### config.mk
export PLATFORM = sky130hd
export DESIGN_NAME = alu_seq
export DESIGN_NICKNAME = d
export VERILOG_FILES = /design/src/rtl/alu_pkg.sv /design/src/rtl/alu_mul_iter.sv /design/src/rtl/alu_seq.sv
export SDC_FILE = /design/constraint.sdc
export NUM_CORES = 1
export LEC_CHECK = 0
export ABC_AREA = 1
export BUFFER_PORTS_ARGS = -buffer_cell sky130_fd_sc_hd__buf_2
export CAP_MARGIN = 40
export CORE_MARGIN = 4
export CORE_UTILIZATION = 62
export DETAILED_ROUTE_END_ITERATION = 12
export PLACE_DENSITY = 0.91
export SYNTH_ARGS = -nofsm -noshare
export SYNTH_HDL_FRONTEND = slang
export SYNTH_HIERARCHICAL = 1
export SYNTH_SLANG_ARGS = --single-unit
### constraint.sdc
create_clock -name clk -period 3.3 [get_ports clk]
set_input_delay 0.99 -clock clk [delete_from_list [all_inputs] [get_ports clk]]
set_output_delay 0.99 -clock clk [all_outputs]
set_load 0.02 [all_outputs]
### src/rtl/alu_pkg.sv
// Shared opcode encodings, FSM state encoding and flag bundle for alu_seq.
package alu_pkg;

  localparam logic [2:0] OP_ADD = 3'b000;
  localparam logic [2:0] OP_SUB = 3'b001;
  localparam logic [2:0] OP_AND = 3'b010;
  localparam logic [2:0] OP_OR  = 3'b011;
  localparam logic [2:0] OP_NOT = 3'b100;
  localparam logic [2:0] OP_XOR = 3'b101;
  localparam logic [2:0] OP_SHL = 3'b110;
  localparam logic [2:0] OP_MUL = 3'b111;

  typedef enum logic [1:0] {
    ST_IDLE = 2'd0,
    ST_BUSY = 2'd1,
    ST_HOLD = 2'd2
  } state_t;

  typedef struct packed {
    logic z;
    logic c;
    logic n;
    logic v;
  } flags_t;

endpackage

### src/rtl/alu_mul_iter.sv
// Iterative shift-add multiplier: one multiplier bit per cycle, WIDTH cycles per product.
// Not stallable; o_done pulses on the final step with o_prod already including that step.
module alu_mul_iter #(
  parameter int WIDTH = 8
) (
  input  logic                 clk,
  input  logic                 rst_n,
  input  logic                 i_start,
  input  logic [WIDTH-1:0]     i_a,
  input  logic [WIDTH-1:0]     i_b,
  output logic                 o_done,
  output logic [2*WIDTH-1:0]   o_prod
);

  localparam int CNT_W = $clog2(WIDTH) + 1;

  logic [2*WIDTH-1:0] r_mcand;
  logic [WIDTH-1:0]   r_mplier;
  logic [2*WIDTH-1:0] r_acc;
  logic [CNT_W-1:0]   r_cnt;

  logic [2*WIDTH-1:0] w_step;
  logic [2*WIDTH-1:0] w_acc_nxt;

  assign w_step    = r_mplier[0] ? r_mcand : '0;
  assign w_acc_nxt = r_acc + w_step;

  always_ff @(posedge clk or negedge rst_n) begin
    if (!rst_n) begin
      r_mcand  <= '0;
      r_mplier <= '0;
      r_acc    <= '0;
      r_cnt    <= '0;
    end else if (i_start) begin
      r_mcand  <= {{WIDTH{1'b0}}, i_a};
      r_mplier <= i_b;
      r_acc    <= '0;
      r_cnt    <= CNT_W'(WIDTH);
    end else if (r_cnt != '0) begin
      r_acc    <= w_acc_nxt;
      r_mcand  <= r_mcand << 1;
      r_mplier <= r_mplier >> 1;
      r_cnt    <= r_cnt - CNT_W'(1);
    end
  end

  // Last step: the consumer registers w_acc_nxt directly, so no extra cycle.
  assign o_done = (r_cnt == CNT_W'(1));
  assign o_prod = w_acc_nxt;

endmodule

### src/rtl/alu_seq.sv
// Registered ALU with valid/ready on both sides; latency 1 (single-cycle ops) or WIDTH (MUL).
// Result and flags hold while out_valid && !out_ready; a new op loads in the same cycle the old one drains.
module alu_seq
  import alu_pkg::*;
#(
  parameter int WIDTH = 8
) (
  input  logic             clk,
  input  logic             rst_n,
  input  logic             in_valid,
  output logic             in_ready,
  input  logic [WIDTH-1:0] a,
  input  logic [WIDTH-1:0] b,
  input  logic [2:0]       alu_sel,
  output logic             out_valid,
  input  logic             out_ready,
  output logic [WIDTH-1:0] alu_out,
  output logic             flag_z,
  output logic             flag_c,
  output logic             flag_n,
  output logic             flag_v
);

  localparam int SH_W = $clog2(WIDTH);

  state_t           r_state;
  logic             r_out_valid;
  logic [WIDTH-1:0] r_alu_out;
  flags_t           r_flags;

  logic             w_in_ready;
  logic             w_accept;
  logic             w_mul_start;
  logic             w_mul_done;
  logic [2*WIDTH-1:0] w_prod;

  logic [WIDTH:0]   w_add;
  logic [WIDTH:0]   w_sub;
  logic [WIDTH:0]   w_shl;
  logic [SH_W-1:0]  w_sh_amt;
  logic [WIDTH-1:0] w_res;
  flags_t           w_flg;
  logic [WIDTH-1:0] w_mul_res;
  flags_t           w_mul_flg;

  assign w_in_ready  = (r_state == ST_IDLE) || ((r_state == ST_HOLD) && out_ready);
  assign w_accept    = in_valid && w_in_ready;
  assign w_mul_start = w_accept && (alu_sel == OP_MUL);

  assign w_add    = {1'b0, a} + {1'b0, b};
  assign w_sub    = {1'b0, a} - {1'b0, b};
  assign w_sh_amt = b[SH_W-1:0];
  // Bit WIDTH of the widened shift is the last bit shifted out (0 for a zero shift).
  assign w_shl    = {1'b0, a} << w_sh_amt;

  always_comb begin
    w_res = '0;
    w_flg = '0;
    case (alu_sel)
      OP_ADD: begin
        w_res   = w_add[WIDTH-1:0];
        w_flg.c = w_add[WIDTH];
        w_flg.v = (a[WIDTH-1] == b[WIDTH-1]) && (w_add[WIDTH-1] != a[WIDTH-1]);
      end
      OP_SUB: begin
        w_res   = w_sub[WIDTH-1:0];
        w_flg.c = w_sub[WIDTH];
        w_flg.v = (a[WIDTH-1] != b[WIDTH-1]) && (w_sub[WIDTH-1] != a[WIDTH-1]);
      end
      OP_AND: w_res = a & b;
      OP_OR:  w_res = a | b;
      OP_NOT: w_res = ~a;
      OP_XOR: w_res = a ^ b;
      OP_SHL: begin
        w_res   = w_shl[WIDTH-1:0];
        w_flg.c = w_shl[WIDTH];
      end
      default: w_res = '0;
    endcase
    w_flg.z = (w_res == '0);
    w_flg.n = w_res[WIDTH-1];
  end

  always_comb begin
    w_mul_res   = w_prod[WIDTH-1:0];
    w_mul_flg   = '0;
    w_mul_flg.z = (w_mul_res == '0);
    w_mul_flg.c = |w_prod[2*WIDTH-1:WIDTH];
    w_mul_flg.n = w_mul_res[WIDTH-1];
  end

  alu_mul_iter #(.WIDTH(WIDTH)) u_mul (
    .clk     (clk),
    .rst_n   (rst_n),
    .i_start (w_mul_start),
    .i_a     (a),
    .i_b     (b),
    .o_done  (w_mul_done),
    .o_prod  (w_prod)
  );

  always_ff @(posedge clk or negedge rst_n) begin
    if (!rst_n) begin
      r_state     <= ST_IDLE;
      r_out_valid <= 1'b0;
      r_alu_out   <= '0;
      r_flags     <= '0;
    end else begin
      case (r_state)
        ST_IDLE, ST_HOLD: begin
          if (w_accept) begin
            if (alu_sel == OP_MUL) begin
              r_state     <= ST_BUSY;
              r_out_valid <= 1'b0;
            end else begin
              r_state     <= ST_HOLD;
              r_out_valid <= 1'b1;
              r_alu_out   <= w_res;
              r_flags     <= w_flg;
            end
          end else if ((r_state == ST_HOLD) && out_ready) begin
            r_state     <= ST_IDLE;
            r_out_valid <= 1'b0;
          end
        end
        ST_BUSY: begin
          if (w_mul_done) begin
            r_state     <= ST_HOLD;
            r_out_valid <= 1'b1;
            r_alu_out   <= w_mul_res;
            r_flags     <= w_mul_flg;
          end
        end
        default: begin
          r_state     <= ST_IDLE;
          r_out_valid <= 1'b0;
        end
      endcase
    end
  end

  assign in_ready  = w_in_ready;
  assign out_valid = r_out_valid;
  assign alu_out   = r_alu_out;
  assign flag_z    = r_flags.z;
  assign flag_c    = r_flags.c;
  assign flag_n    = r_flags.n;
  assign flag_v    = r_flags.v;

endmodule

Yosys cells after proc, flatten, opt, wreduce, memory -nomap -nowiden
Index checks and enable logic that the tools add are counted.
{"block": "op_classes", "add_sub_neg": 4, "n_eq_ne": 18, "shifts": 1, "n_mux": 30, "n_bitwise": 4, "reduce_logical": 17}
{"op": "two-way mux 16 bit", "count": 5}
{"op": "case mux 8 bit (7 select lines)", "count": 1}
{"op": "two-way mux 8 bit", "count": 5}
{"op": "two-way mux 4 bit", "count": 5}
{"op": "adder 16 bit", "count": 1}
{"op": "zero test 8 bit", "count": 2}
{"op": "case mux 8 bit (2 select lines)", "count": 1}
{"op": "== test 3 bit, second input constant", "count": 4}
{"op": "adder 8 x 8 -> 9 bit", "count": 1}
{"op": "<< shifter 8 x 3 -> 9 bit", "count": 1}
{"op": "subtractor 8 x 8 -> 9 bit", "count": 1}
{"op": "AND 8 bit", "count": 1}
{"op": "two-way mux 2 bit", "count": 4}
{"op": "NOT 8 bit", "count": 1}
{"op": "OR 8 bit", "count": 1}
{"op": "case mux 4 bit (2 select lines)", "count": 1}
{"op": "OR reduction 8 bit", "count": 1}
{"op": "bitwise XOR 8 bit", "count": 1}
{"op": "== test 3 x 2 -> 1 bit, second input constant", "count": 2}
{"op": "logical AND 1 bit", "count": 5}
{"op": "== test 4 x 1 -> 1 bit, second input constant", "count": 1}
{"op": "two-way mux 1 bit", "count": 4}
{"op": "!= test 2 bit, second input constant", "count": 2}
{"op": "case mux 1 bit (2 select lines)", "count": 2}
{"op": "18 further kinds", "count": 21}
{"block": "totals", "ff_bits": 59, "input_bits": 23, "word_cells": 85}

Logic depth before layout (Yosys ltp)
Gate-level depths: netlist of run 1.
{"block": "logic_depth", "depth_word": 7, "depth_mapped": 18, "depth_no_buf": 16}

Cells and area by module
The synthesis of run 1 kept the hierarchy.
{"mod": "alu_mul_iter", "n_inst": 1, "cells_each": 396, "area_per_inst_um2": 2920.3, "seq_area_each_um2": 1101.1}
{"mod": "alu_seq", "n_inst": 1, "cells_each": 407, "area_per_inst_um2": 2368.5, "seq_area_each_um2": 325.3}

Least setup slack after synthesis of run 1
OpenSTA, ideal clock, no wires.
{"block": "synth_timing", "path_kind": "register to register", "from": "register u_mul.r_mplier[0]", "to": "register r_flags (netlist bit flag_c)", "arrival_time_ns": 2.461, "required_ns": 3.178, "path_slack_ns": 0.716, "stages_incl_launch_ff": 18, "period_less_slack_ns": 2.584, "path_cell_list": "dfrtp_1 > buf_2 > clkbuf_1 > nand2_1 > inv_1 > ha_1 > fa_1 > nand3_1 > nand3_1 > nand2_1 > nand2_2 > nand2_2 > nand3_1 > and2_1 > nor4_1 > nand2_1 > a21oi_1 > a21oi_1"}
{"block": "synth_between", "elab_chain_cells": 5}
{"element": "start, declared", "line_no": "alu_mul_iter.sv:18", "rtl": "logic [WIDTH-1:0] r_mplier;"}
{"element": "start signal, assigned", "line_no": "alu_mul_iter.sv:36", "rtl": "r_mplier <= i_b;"}
{"element": "start signal, assigned", "line_no": "alu_mul_iter.sv:42", "rtl": "r_mplier <= r_mplier >> 1;"}
{"element": "two-way mux 16 bit", "line_no": "alu_mul_iter.sv:25", "rtl": "assign w_step = r_mplier[0] ? r_mcand : '0;"}
{"element": "adder 16 bit", "line_no": "alu_mul_iter.sv:26", "rtl": "assign w_acc_nxt = r_acc + w_step;"}
{"element": "named net w_prod[12]", "line_no": "alu_seq.sv:35", "rtl": "logic [2*WIDTH-1:0] w_prod;"}
{"element": "OR reduction 8 bit", "line_no": "alu_seq.sv:88", "rtl": "w_mul_flg.c = |w_prod[2*WIDTH-1:WIDTH];"}
{"element": "two-way mux 4 bit", "line_no": "alu_seq.sv:127", "rtl": "if (w_mul_done) begin"}
{"element": "case mux 4 bit (2 select lines)", "line_no": "alu_seq.sv:109", "rtl": "case (r_state)"}
{"element": "end signal, assigned", "line_no": "alu_seq.sv:119", "rtl": "r_flags <= w_flg;"}
{"element": "end signal, assigned", "line_no": "alu_seq.sv:131", "rtl": "r_flags <= w_mul_flg;"}
{"element": "end, declared", "line_no": "alu_seq.sv:29", "rtl": "flags_t r_flags;"}
The timed path passes the listed nets, and every way through them passes these cells. The select of a mux whose other input is x is not followed.
A chain may end at the register's enable or synchronous reset.

Final worst setup path of run 1
{"block": "layout_timing", "from": "register u_mul.r_mcand[0]", "to": "register r_flags (netlist bit flag_c)"}
{"block": "layout_between", "elab_chain_cells": 5}
{"element": "start, declared", "line_no": "alu_mul_iter.sv:17", "rtl": "logic [2*WIDTH-1:0] r_mcand;"}
{"element": "start signal, assigned", "line_no": "alu_mul_iter.sv:35", "rtl": "r_mcand <= {{WIDTH{1'b0}}, i_a};"}
{"element": "start signal, assigned", "line_no": "alu_mul_iter.sv:41", "rtl": "r_mcand <= r_mcand << 1;"}
{"element": "two-way mux 16 bit", "line_no": "alu_mul_iter.sv:25"}
{"element": "adder 16 bit", "line_no": "alu_mul_iter.sv:26"}
{"element": "named net w_prod[12]", "line_no": "alu_seq.sv:35"}
{"element": "OR reduction 8 bit", "line_no": "alu_seq.sv:88"}
{"element": "two-way mux 4 bit", "line_no": "alu_seq.sv:127"}
{"element": "case mux 4 bit (2 select lines)", "line_no": "alu_seq.sv:109"}
The timed path passes the listed nets, and every way through them passes these cells. The select of a mux whose other input is x is not followed.

==> metrics.txt, run 1 <==
status=finished clean; crit start category=register; Critical Path Sink Type=register; Final Net Count=899; vias in the first global route=5198; Vias/cell=5.69; reg-to-reg endpoint=flag_c; Multi-input gate area=0.00322 sq mm; Sink Count=57; WL per Instance=15.3 microns; Total Wirelength=14400 microns; global-route wire length before repair=24700 microns; Tot Pwr=0.00351 W; Clk pin slew, worst setup/hold paths=70 ps; FF-to-FF path depth=15; Setup Viol. Count Final=0; # DRC=0; GRT overflow=0; Synth Register Bits=57; PwrDens=613 mW/mm^2; Root Buffer=clkbuf_8; register area share after synthesis=27.0%; DRT iter0 DRCs=555; total nets after synthesis=871; Worst Path Max Fanout=3; Hold Crit Class=reg -> reg; Initial Utilization=64.0%; Slew HR=48.6%; fillcell total=696; f_max=361 MHz; Post-synth top cells=241 x nand2_1, 116 x inv_1, 79 x nand3_1; Syn Std Cell Area=0.00529 sq mm; maximum VDD drop=354 uV; hold buffer count at cts=0; period utilization=83.9%; buffer and inverter count on the worst path=1; CTS buffer count=9; RSZ-0062 raised after global routing=no; CTS tree=done; Worst-Margin Slew=771 ps; count leader, synth=nand2_1; clock network power share=23.6%; Post-synth EDFFs=0; Hold Path Depth=2; via count=5350; Critical-path top delay cell=fa_1; fin crit period=2770 ps; initial antenna violation count=0; I/O Pins=37; Top Family by Delay on Critical Path=simple AND/OR/NAND/NOR gates; Max Cap Viol=0; switching part of the total=43.4%; count of cell types in the netlist=47; RD Place Congestion=1.02; router iterations before antenna repair=7; post-CTS setup buffer count=0; Reg area=0.00143 sq mm; port buffer count=36; reg2reg start=u_mul/r_mcand[0]; Hold WS=482 ps; skew final=8.64 ps; slowest stage delay, CP=430 ps; Mapped Avg Cell Area=6.59 sq um; layout cells sized above 1=12.0%; die height=100 microns; Comb pwr share=45.0%; r2r setup slk=530 ps; Die X=100 microns; Lkg Pwr=3.27 nW; row count=33; Yosys Warn Count=6; final slew viol count=0; # diodes=0; Synth area leader=dfrtp_1; Antenna Violating Nets Remaining=0; Die ar.=0.0101 sq mm; Psw=0.00152 W; Post-DP HPWL=11300 microns; P_int=0.00199 W; HP Start=alu_out[0]; required time of the critical path=3530 ps; final worst slack=530 ps; crit path DAT=3000 ps; Post-synth ARST share=100%; CTS max path bufs=2; Syn Inst Count=803; CTS H-tree depth=3; worst hold endpoint=alu_out[0]; Synth top area share=27.0%; Layout area overhead=8.19%; Hold Violations, Final=0; post-layout util=69.3%; PostCTS Resize Cnt=0; critical path class=reg -> reg; DP Worst Slack=333 ps; worst skew pair latency=340 ps; most area-consuming cells after synthesis=dfrtp_1 27%, nand2_1 17%, ha_1 9.9%; CP Cell Sequence=nand2_1 -> inv_1 -> ha_1 -> fa_1 -> nand3_1 -> nand3_1 -> nand2_1 -> nand2_2 -> nand2_2 -> nand3_1 -> and2_1 -> nor4_1 -> nand2_1 -> a21oi_1 -> a21oi_1; total track usage=30.3%; commonest register cell after synthesis=dfrtp_1; Setup TNS=0 ps; Reg power frac=31.4%; largest net degree at the start of global routing=36; core footprint=0.00826 sq mm
==> worst max path at each step <==
stage | from | endpoint | slack [ps] | cells past startpoint
6_report | u_mul/r_mcand[0] | flag_c | 530 | 15
4_1_cts | u_mul/r_mcand[0] | flag_c | 570 | 15
3_5_place_dp | a[0] | flag_z | 330 | 15
5_1_grt | u_mul/r_mcand[0] | flag_c | 330 | 15
2_1_floorplan | u_mul/r_mplier[0] | flag_c | 720 | 17
3_3_place_gp | a[0] | flag_z | 410 | 15
==> sequential cells by signal, indices dropped and copies added, names as in the netlist <==
register        count
alu_out             8
u_mul/r_mcand      16
r_state             2
flag_c              1
u_mul/r_mplier      8
u_mul/r_cnt         4
u_mul/r_acc        16
flag_v              1
flag_z              1
==> tightest hold or removal path, stage by stage (launching register included) <==
cell	delay [ps]
dfrtp_1	340
nand2_1	50
o21ai_0	60
==> metal layers <==
metal	wire, microns	part of all wire (%)	global-route usage [%]
met3	1320	9.2	5.35
met5	0	0	0
met1	6340	44	43.3
met2	6360	44	46.7
met4	338	2.4	9.43
==> metrics by stage <==
| step | cell area, sq um | instances |
|---|---|---|
| 6_report | 5720 | 941 |
| 5_1_grt | 5720 | 941 |
| 4_1_cts | 5720 | 941 |
| 3_5_place_dp | 5470 | 925 |
| 3_3_place_gp | 5470 | 925 |
| 2_1_floorplan | 5290 | 803 |
==> power groups by stage <==
stage	clock, W	sequential, W	combinational [W]
6_report	0.000828	0.00110	0.00158
2_1_floorplan	0	0.00114	0.00113
4_1_cts	0.000831	0.00110	0.00156
3_3_place_gp	0	0.00109	0.00149
3_5_place_dp	0	0.00111	0.00155
5_1_grt	0.000862	0.00113	0.00177
==> final cells by class <==
class                           count  area share, %
Clock buffer                        9           2.16
Clock inverter                      7           2.19
Inverter                          128           8.42
Multi-Input combinational cell    594           56.2
Sequential cell                    57           24.9
Tap cell                          105           2.30
Timing Repair Buffer               41           3.80
==> cell families after synthesis <==
| family | count (synthesis) | share of synthesized area, % |
|---|---|---|
| and+or+nand+nor | 451 | 37.9 |
| adders and majority gates | 45 | 11.1 |
| AOI/OAI and AO/OA | 88 | 9.84 |
| buffers and inverters | 152 | 12.2 |
| xor gates and xnor gates | 10 | 1.94 |
| DFF | 57 | 27.0 |
==> layout by cell type (no fill, tap or decap), drive strengths merged, types with 3 or more instances in the layout <==
cell and n:
o211ai 5, and2 7, nand2 253, a21oi 27, xor2 9, nor4 3, clkinv 3, a22oi 4
nand4 15, nand3 82, inv 129, buf 41, ha 42, clkbuf 9, o22ai 8, a22o 3
o21ai 33, bufinv 3, nand3b 5, dfrtp 57, nor2 75, fa 3, nor3 7
Note: power is estimated with default switching activity, not from simulation.
==> inputs of run 2 (changes only) <==
CORE_UTILIZATION = 56   (was 62)
PLACE_DENSITY = 0.87   (was 0.91)
clock period = 2.5 ns   (was 3.3 ns; I/O delays follow)
==> metrics.txt, run 2 (synthesis gave the netlist of run 1 again) <==
status=complete, but fails checks; failing checks=setup timing; Setup TNS=-202 ps (-202 ps); layout cells sized above 1=20.6% (+8.7 points); final worst slack=-202 ps (-732 ps); CTS H-tree depth=3 (unchanged); Die X=105 microns (+4.8%); router iterations before antenna repair=6 (-1); Finished Layout Cells=1003 (+6.6%); period utilization=108% (+24 points); critical path class=reg -> reg; total track usage=27.0% (-3.3 points); Post-DP HPWL=11400 microns (+1.5%); Total Wirelength=16300 microns (+13%); CTS tree=done; PwrDens=813 mW/mm^2 (+33%); Final Net Count=955 (+6.2%); crit start category=register; initial antenna violation count=0 (unchanged); global-route wire length before repair=24200 microns (-1.8%); Max Cap Viol=0 (unchanged); Die ar.=0.0111 sq mm (+9.8%); Sink Count=57 (unchanged); core footprint=0.00920 sq mm (+11%); Worst-Margin Slew=562 ps (-209 ps); # DRC=0 (unchanged); final slew viol count=0 (unchanged); fin crit period=2700 ps (-68.4 ps); commonest cells after routing, fill and taps aside=238 x nand2_1, 115 x inv_1, 77 x nand3_1; Reg area=0.00143 sq mm (unchanged); most common cell after layout, fill and taps aside=nand2_1; # diodes=0 (unchanged); Lkg Pwr=3.56 nW (+8.7%); WL per Instance=16.2 microns (+6.4%); fillcell total=736 (+5.7%); Clk pin slew, worst setup/hold paths=80 ps (about the same); Hold Violations, Final=0 (unchanged); CTS buffer count=9 (unchanged); Hold Crit Class=in -> async; Root Buffer=clkbuf_8; worst skew pair latency=340 ps (about the same); Worst Path Max Fanout=8 (+5); die height=105 microns (+4.8%); vias in the first global route=5117 (-1.6%); I/O Pins=37 (unchanged); row count=35 (+6.1%); Vias/cell=5.69 (+0.13%); port buffer count=36 (unchanged); crit path DAT=2920 ps (-80 ps); Multi-input gate area=0.00341 sq mm (+6.2%); Initial Utilization=57.5% (-6.5 points); maximum VDD drop=359 uV (+1.4%); GRT overflow=0 (unchanged); required time of the critical path=2720 ps (-810 ps); skew final=15.5 ps (+6.87 ps); Antenna Violating Nets Remaining=0 (unchanged); Layout area overhead=20.0%; RSZ-0062 raised after global routing=yes; RD Place Congestion=0.983 (-3.2%); Slew HR=62.6% (+14 points); Critical Path Sink Type=register; DP Worst Slack=-119 ps (-451 ps); Setup Viol. Count Final=1 (+1); Cells after DPL=984 (+6.4%); Tot Pwr=0.00516 W (+47%); f_max=370 MHz (+2.5%); largest net degree at the start of global routing=37 (+2.8%); biggest regs=u_mul/r_acc (16), u_mul/r_mcand (16); via count=5710 (+6.7%); DRT iter0 DRCs=522 (-5.9%); hold buffer count at cts=0 (unchanged); CTS max path bufs=2 (unchanged)
==> run 2: cell types whose count changed in the layout (fill, tap and decap cells not counted), sizes merged <==
cell / delta
bufinv: -1
inv: -1
clkinvlp: +1
clkbuf: +1
buf: +56
==> run 2: layer usage <==
layer,vias to the layer above,global-route usage (%),part of all wire [%]
met3,58,4.57,7.8
met2,326,43.0,47
li1,2729,-,-
met1,2597,36.7,42
met5,-,0,0
met4,0,9.93,3.7
==> run 2: area by class of cell <==
cell class	instances	share of cell area (%)
Timing Repair Buffer	97	10.4
Tap cell	111	2.19
Sequential cell	57	22.5
Inverter	128	7.59
Multi-Input combinational cell	594	53.8
Clock inverter	6	1.42
Clock buffer	10	2.17
==> run 2: worst paths after layout <==
path,from,end,depth (start not counted),slack (ps)
max,u_mul/r_mplier[0],flag_c,15,-200
min,rst_n,u_mul/r_acc[13],1,390
max reg2reg,u_mul/r_mplier[0],flag_c,15,-200
min reg2reg,alu_out[1],alu_out[1],2,480
max in group asynchronous,rst_n,u_mul/r_acc[9],2,1510
min in group clk,alu_out[1],alu_out[1],2,480
==> run 2: critical path, stage by stage (launching register included) <==
cell	delay [ps]
dfrtp_1	450
buf_6	170
nand2_1	60
inv_1	40
ha_1	340
nand2_1	100
nand3b_1	190
nand2_2	150
nand2_2	90
nand2_1	90
nand2_1	90
and2_4	180
nor4_4	260
nand2_1	140
a21oi_2	180
a21oi_2	70
==> run 2: stage by stage <==
| stage | cell area, sq um | util, % | hold WS (ps) |
|---|---|---|---|
| after floorplan | 5290 | - | 450 |
| after global placement | 5890 | 64.1 | 461 |
| after detailed placement | 5890 | 64.1 | 458 |
| after CTS | 6130 | 66.6 | 399 |
| after global routing | 6350 | 69.0 | 414 |
| final | 6350 | 69.0 | 391 |
==> run 2: timing repair <==
action | in CTS | in global routing
pin swaps | 0 | 19
endpoints found under the setup margin | 1 | 2
setup buffers | 0 | 3
resized for setup | 1 | 32
==> run 2: power breakdown <==
part | total (W) | switching (W) | internal, W
Combinational | 0.00264 | 0.00156 | 0.00108
Clock | 0.00101 | 0.000413 | 0.000592
Sequential | 0.00151 | 0.000262 | 0.00125
Total | 0.00516 | 0.00224 | 0.00292
==> inputs of run 3 (changes only) <==
ABC_AREA = unset   (was 1)
SETUP_SLACK_MARGIN = 0.02   (was unset)
==> metrics.txt, run 3 <==
Yosys Warn Count=6 (unchanged); register area share after synthesis=28.9% (+1.9 points); most area-consuming cells after synthesis=dfrtp_1 29%, ha_1 11%, nand2_1 6.7%; Post-synth ARST share=100% (unchanged); Fail Step=5_1_grt; WEP type=sequential cell input; grt repair worst endpoint=flag_c$_DFFE_PN0P_/D; Sink Count=57 (unchanged); status=stopped before the end; RD Place Congestion=0.972 (-1.1%); Mapped Avg Cell Area=8.34 sq um (+27%); Synth Register Bits=57 (unchanged); total nets after synthesis=660 (-24%); row count=33 (-5.7%); CTS H-tree depth=3 (unchanged); Synth top area share=28.9% (+1.9 points); Initial Utilization=58.9% (+1.4 points); Root Buffer=clkbuf_8; GRT overflow=42; CTS max path bufs=2 (unchanged); Syn Std Cell Area=0.00494 sq mm (-6.6%); die height=102 microns (-3.1%); I/O Pins=37 (unchanged); commonest register cell after synthesis=dfrtp_1; port buffer count=36 (unchanged); Post-synth EDFFs=0 (unchanged); largest net degree at the start of global routing=58; Post-synth top cells=88 x nand2_1, 57 x dfrtp_1, 42 x ha_1, 42 x nor2_1, 41 x o21ai_0; count leader, synth=nand2_1; Synth area leader=dfrtp_1; Log Error=[ERROR GRT-0232] Routing congestion too high. Check the congestion heatmap in the GUI.; Post-DP HPWL=12400 microns (+8.1%); count of cell types in the netlist=69 (+47%); CTS buffer count=9 (unchanged); Die X=102 microns (-3.1%); total track usage=70.4%; Syn Inst Count=592 (-26%)
-- run 3: per-layer routing --
layer | track usage, % | GRT overflow
met1 | 71.6 | 0
met2 | 86.6 | 20
met3 | 56.8 | 1
met4 | 67.5 | 21
met5 | 12.0 | 0
-- run 3: cells by family after synthesis --
logic type	share of synthesized area, %
XOR/XNOR	4.43
AND/OR/NAND/NOR	19.7
AO/OA/AOI/OAI	21.2
adder cells (fa/ha/maj)	11.9
flip-flops	28.9
buffers and inverters	6.16
multiplexers	7.75
-- run 3: metrics by stage --
step / worst slack [ps] / hold slack [ps] / area (sq um) / TNS, ps / cells
after CTS: -591 / 402 / 7130 / -2090 / 886
after detailed placement: -958 / 479 / 6390 / -6290 / 856
after global placement: -879 / 461 / 6390 / -4980 / 856
after floorplan: -553 / 451 / 5050 / -1420 / 592
-- run 3: timing repair --
action | CTS
endpoints found under the setup margin | 18
endpoints found under the hold margin | 0
buffers inserted | 18
hold buffers | 0
pin swaps | 38
gates cloned | 0
gates resized for setup | 85
==> inputs of run 4 (changes only) <==
CORE_UTILIZATION = 40   (was 56)
PLACE_DENSITY = unset   (was 0.87)
PLACE_DENSITY_LB_ADDON = 0.15   (was unset)
SETUP_SLACK_MARGIN = unset   (was 0.02)
clock period = 3.25 ns   (was 2.5 ns; I/O delays follow)
==> metrics.txt, run 4 <==
status=finished clean; Syn Inst Count=592 (unchanged); most area-consuming cells after synthesis=dfrtp_1 29%, ha_1 11%, nand2_1 6.7%; buffer and inverter count on the worst path=1; Post-synth EDFFs=0 (unchanged); Syn Std Cell Area=0.00494 sq mm (unchanged); DRT iter0 DRCs=351; Sink Count=57 (unchanged); Hold Crit Class=reg -> reg; CTS buffer count=9 (unchanged); CTS tree=done; CP Cell Sequence=buf_2 -> ha_4 -> fa_2 -> o21ba_1 -> or4_4 -> and3_1 -> a311o_1 -> xor2_1 -> a2111o_1 -> o22ai_2; Die ar.=0.0142 sq mm; I/O Pins=37 (unchanged); register area share after synthesis=28.9% (unchanged); maximum VDD drop=255 uV; Setup Viol. Count Final=0; fillcell total=1175; Critical Path Sink Type=register; crit start category=input port; Multi-input gate area=0.00330 sq mm; Layout area overhead=25.6%; initial antenna violation count=0; Hold Path Depth=1; die height=119 microns (+17%); Vias/cell=5.33; period utilization=97.6%; FF-to-FF path depth=14; crit path DAT=3420 ps; Antenna Violating Nets Remaining=0; count leader, synth=nand2_1; CTS max path bufs=2 (unchanged); highest routed layer=met4; commonest cells after routing, fill and taps aside=88 x nand2_1, 77 x buf_4, 57 x dfrtp_1; Post-synth top cells=88 x nand2_1, 57 x dfrtp_1, 42 x ha_1, 42 x nor2_1, 41 x o21ai_0; Critical-path top delay cell=or4_4; most common cell after layout, fill and taps aside=nand2_1; port buffer count=36 (unchanged); WL per Instance=16.1 microns; worst skew pair latency=320 ps; Root Buffer=clkbuf_16; Lkg Pwr=3.02 nW; Clk pin slew, worst setup/hold paths=50 ps; Max Cap Viol=0; RD Place Congestion=0.966 (-0.68%); row count=40 (+21%); Hold Violations, Final=0; met3 WL post-DR=436 microns; PwrDens=619 mW/mm^2; vias in the first global route=4557; Worst Path Max Fanout=3; Synth Register Bits=57 (unchanged); commonest register cell after synthesis=dfrtp_1; global-route wire length before repair=22800 microns; # DRC=0; GRT overflow=0; f_max=315 MHz; post-CTS setup buffer count=0 (-18); Top Family by Delay on Critical Path=compound AO/OA/AOI/OAI gates; Routed met2 length=6490 microns; hold buffer count at cts=0 (unchanged); DP Area=0.00580 sq mm (-9.2%); Synth area leader=dfrtp_1; Die X=119 microns (+17%); Reg area=0.00143 sq mm; CTS H-tree depth=3 (unchanged); biggest regs=u_mul/r_acc (16), u_mul/r_mcand (16); # diodes=0; Yosys Warn Count=6 (unchanged); r2r setup slk=190 ps; total track usage=19.7%; RSZ-0062 raised after global routing=no; slowest stage delay, CP=420 ps; core footprint=0.0121 sq mm; Initial Utilization=40.9% (-18 points); skew final=7.71 ps; router iterations before antenna repair=5; Worst-Margin Slew=762 ps; count of cell types in the netlist=69 (unchanged); WP depth=10; fin crit period=3170 ps; required time of the critical path=3500 ps; total nets after synthesis=660 (unchanged); Final Net Count=752; Post-DP HPWL=10700 microns (-14%); Mapped Avg Cell Area=8.34 sq um (unchanged); largest net degree at the start of global routing=31; critical path class=in -> reg; Slew HR=48.5%; via count=4563; wire length on met1=6670 microns; Total Wirelength=13800 microns; final slew viol count=0; post-layout util=51.4%; Synth top area share=28.9% (unchanged); Post-synth ARST share=100% (unchanged); final instance area=0.00620 sq mm; layout cells sized above 1=23.0%
-- run 4: cell counts after synthesis --
No cell type changed its count.
-- run 4: timing repair --
item	4_1_cts	5_1_grt
resized for setup	1	12
setup endpoints to repair	1	2
pin swaps	2	5
-- run 4: worst paths after layout --
path,end,startpoint
max,flag_z,b[0]
min,alu_out[4],alu_out[4]
max reg2reg,flag_c,u_mul/r_mplier[0]
min reg2reg,alu_out[4],alu_out[4]
max in group asynchronous,u_mul/r_mcand[6],rst_n
min in group asynchronous,u_mul/r_acc[11],rst_n
-- run 4: where the power goes --
part | total, W | switching, W | internal (W)
Sequential | 0.00112 | 0.000168 | 0.000948
Clock | 0.00104 | 0.000312 | 0.000729
Combinational | 0.00168 | 0.000923 | 0.000756
-- run 4: final cells by class --
cell class                      count  area share [%]
Clock buffer                       13            4.36
Clock inverter                      2           0.969
Tap cell                          168            3.39
Multi-Input combinational cell    468            53.2
Sequential cell                    57            23.0
Inverter                           33            2.22
Timing Repair Buffer              115            12.9
-- run 4: logic make-up (layout without fill, tap and decap cells) --
logic type / after synthesis / after routing / synth area share (%)
and+or+nand+nor: 205 / 205 / 19.7
DFF: 57 / 57 / 28.9
muxes: 34 / 34 / 7.75
buffers and inverters: 67 / 163 / 6.16
AOI/OAI and AO/OA: 159 / 159 / 21.2
adders and majority gates: 45 / 45 / 11.9
xor gates and xnor gates: 25 / 25 / 4.43
-- run 4: metrics by stage --
step,setup TNS [ps],cells,setup slack [ps],total power (W),hold slack [ps]
2_1_floorplan,-27.6,592,-27.6,0.00217,451
3_3_place_gp,-842,840,-387,0.00270,464
3_5_place_dp,-863,841,-387,0.00275,469
4_1_cts,0,856,12.1,0.00382,480
5_1_grt,0,856,3.02,0.00410,515
6_report,0,856,79.2,0.00384,478
-- run 4: per-layer routing --
| metal | global-route usage [%] | vias up |
|---|---|---|
| met5 | 0 | - |
| met4 | 6.30 | 0 |
| met3 | 3.18 | 11 |
| met2 | 32.2 | 96 |
| met1 | 26.8 | 2184 |
| li1 | - | 2272 |
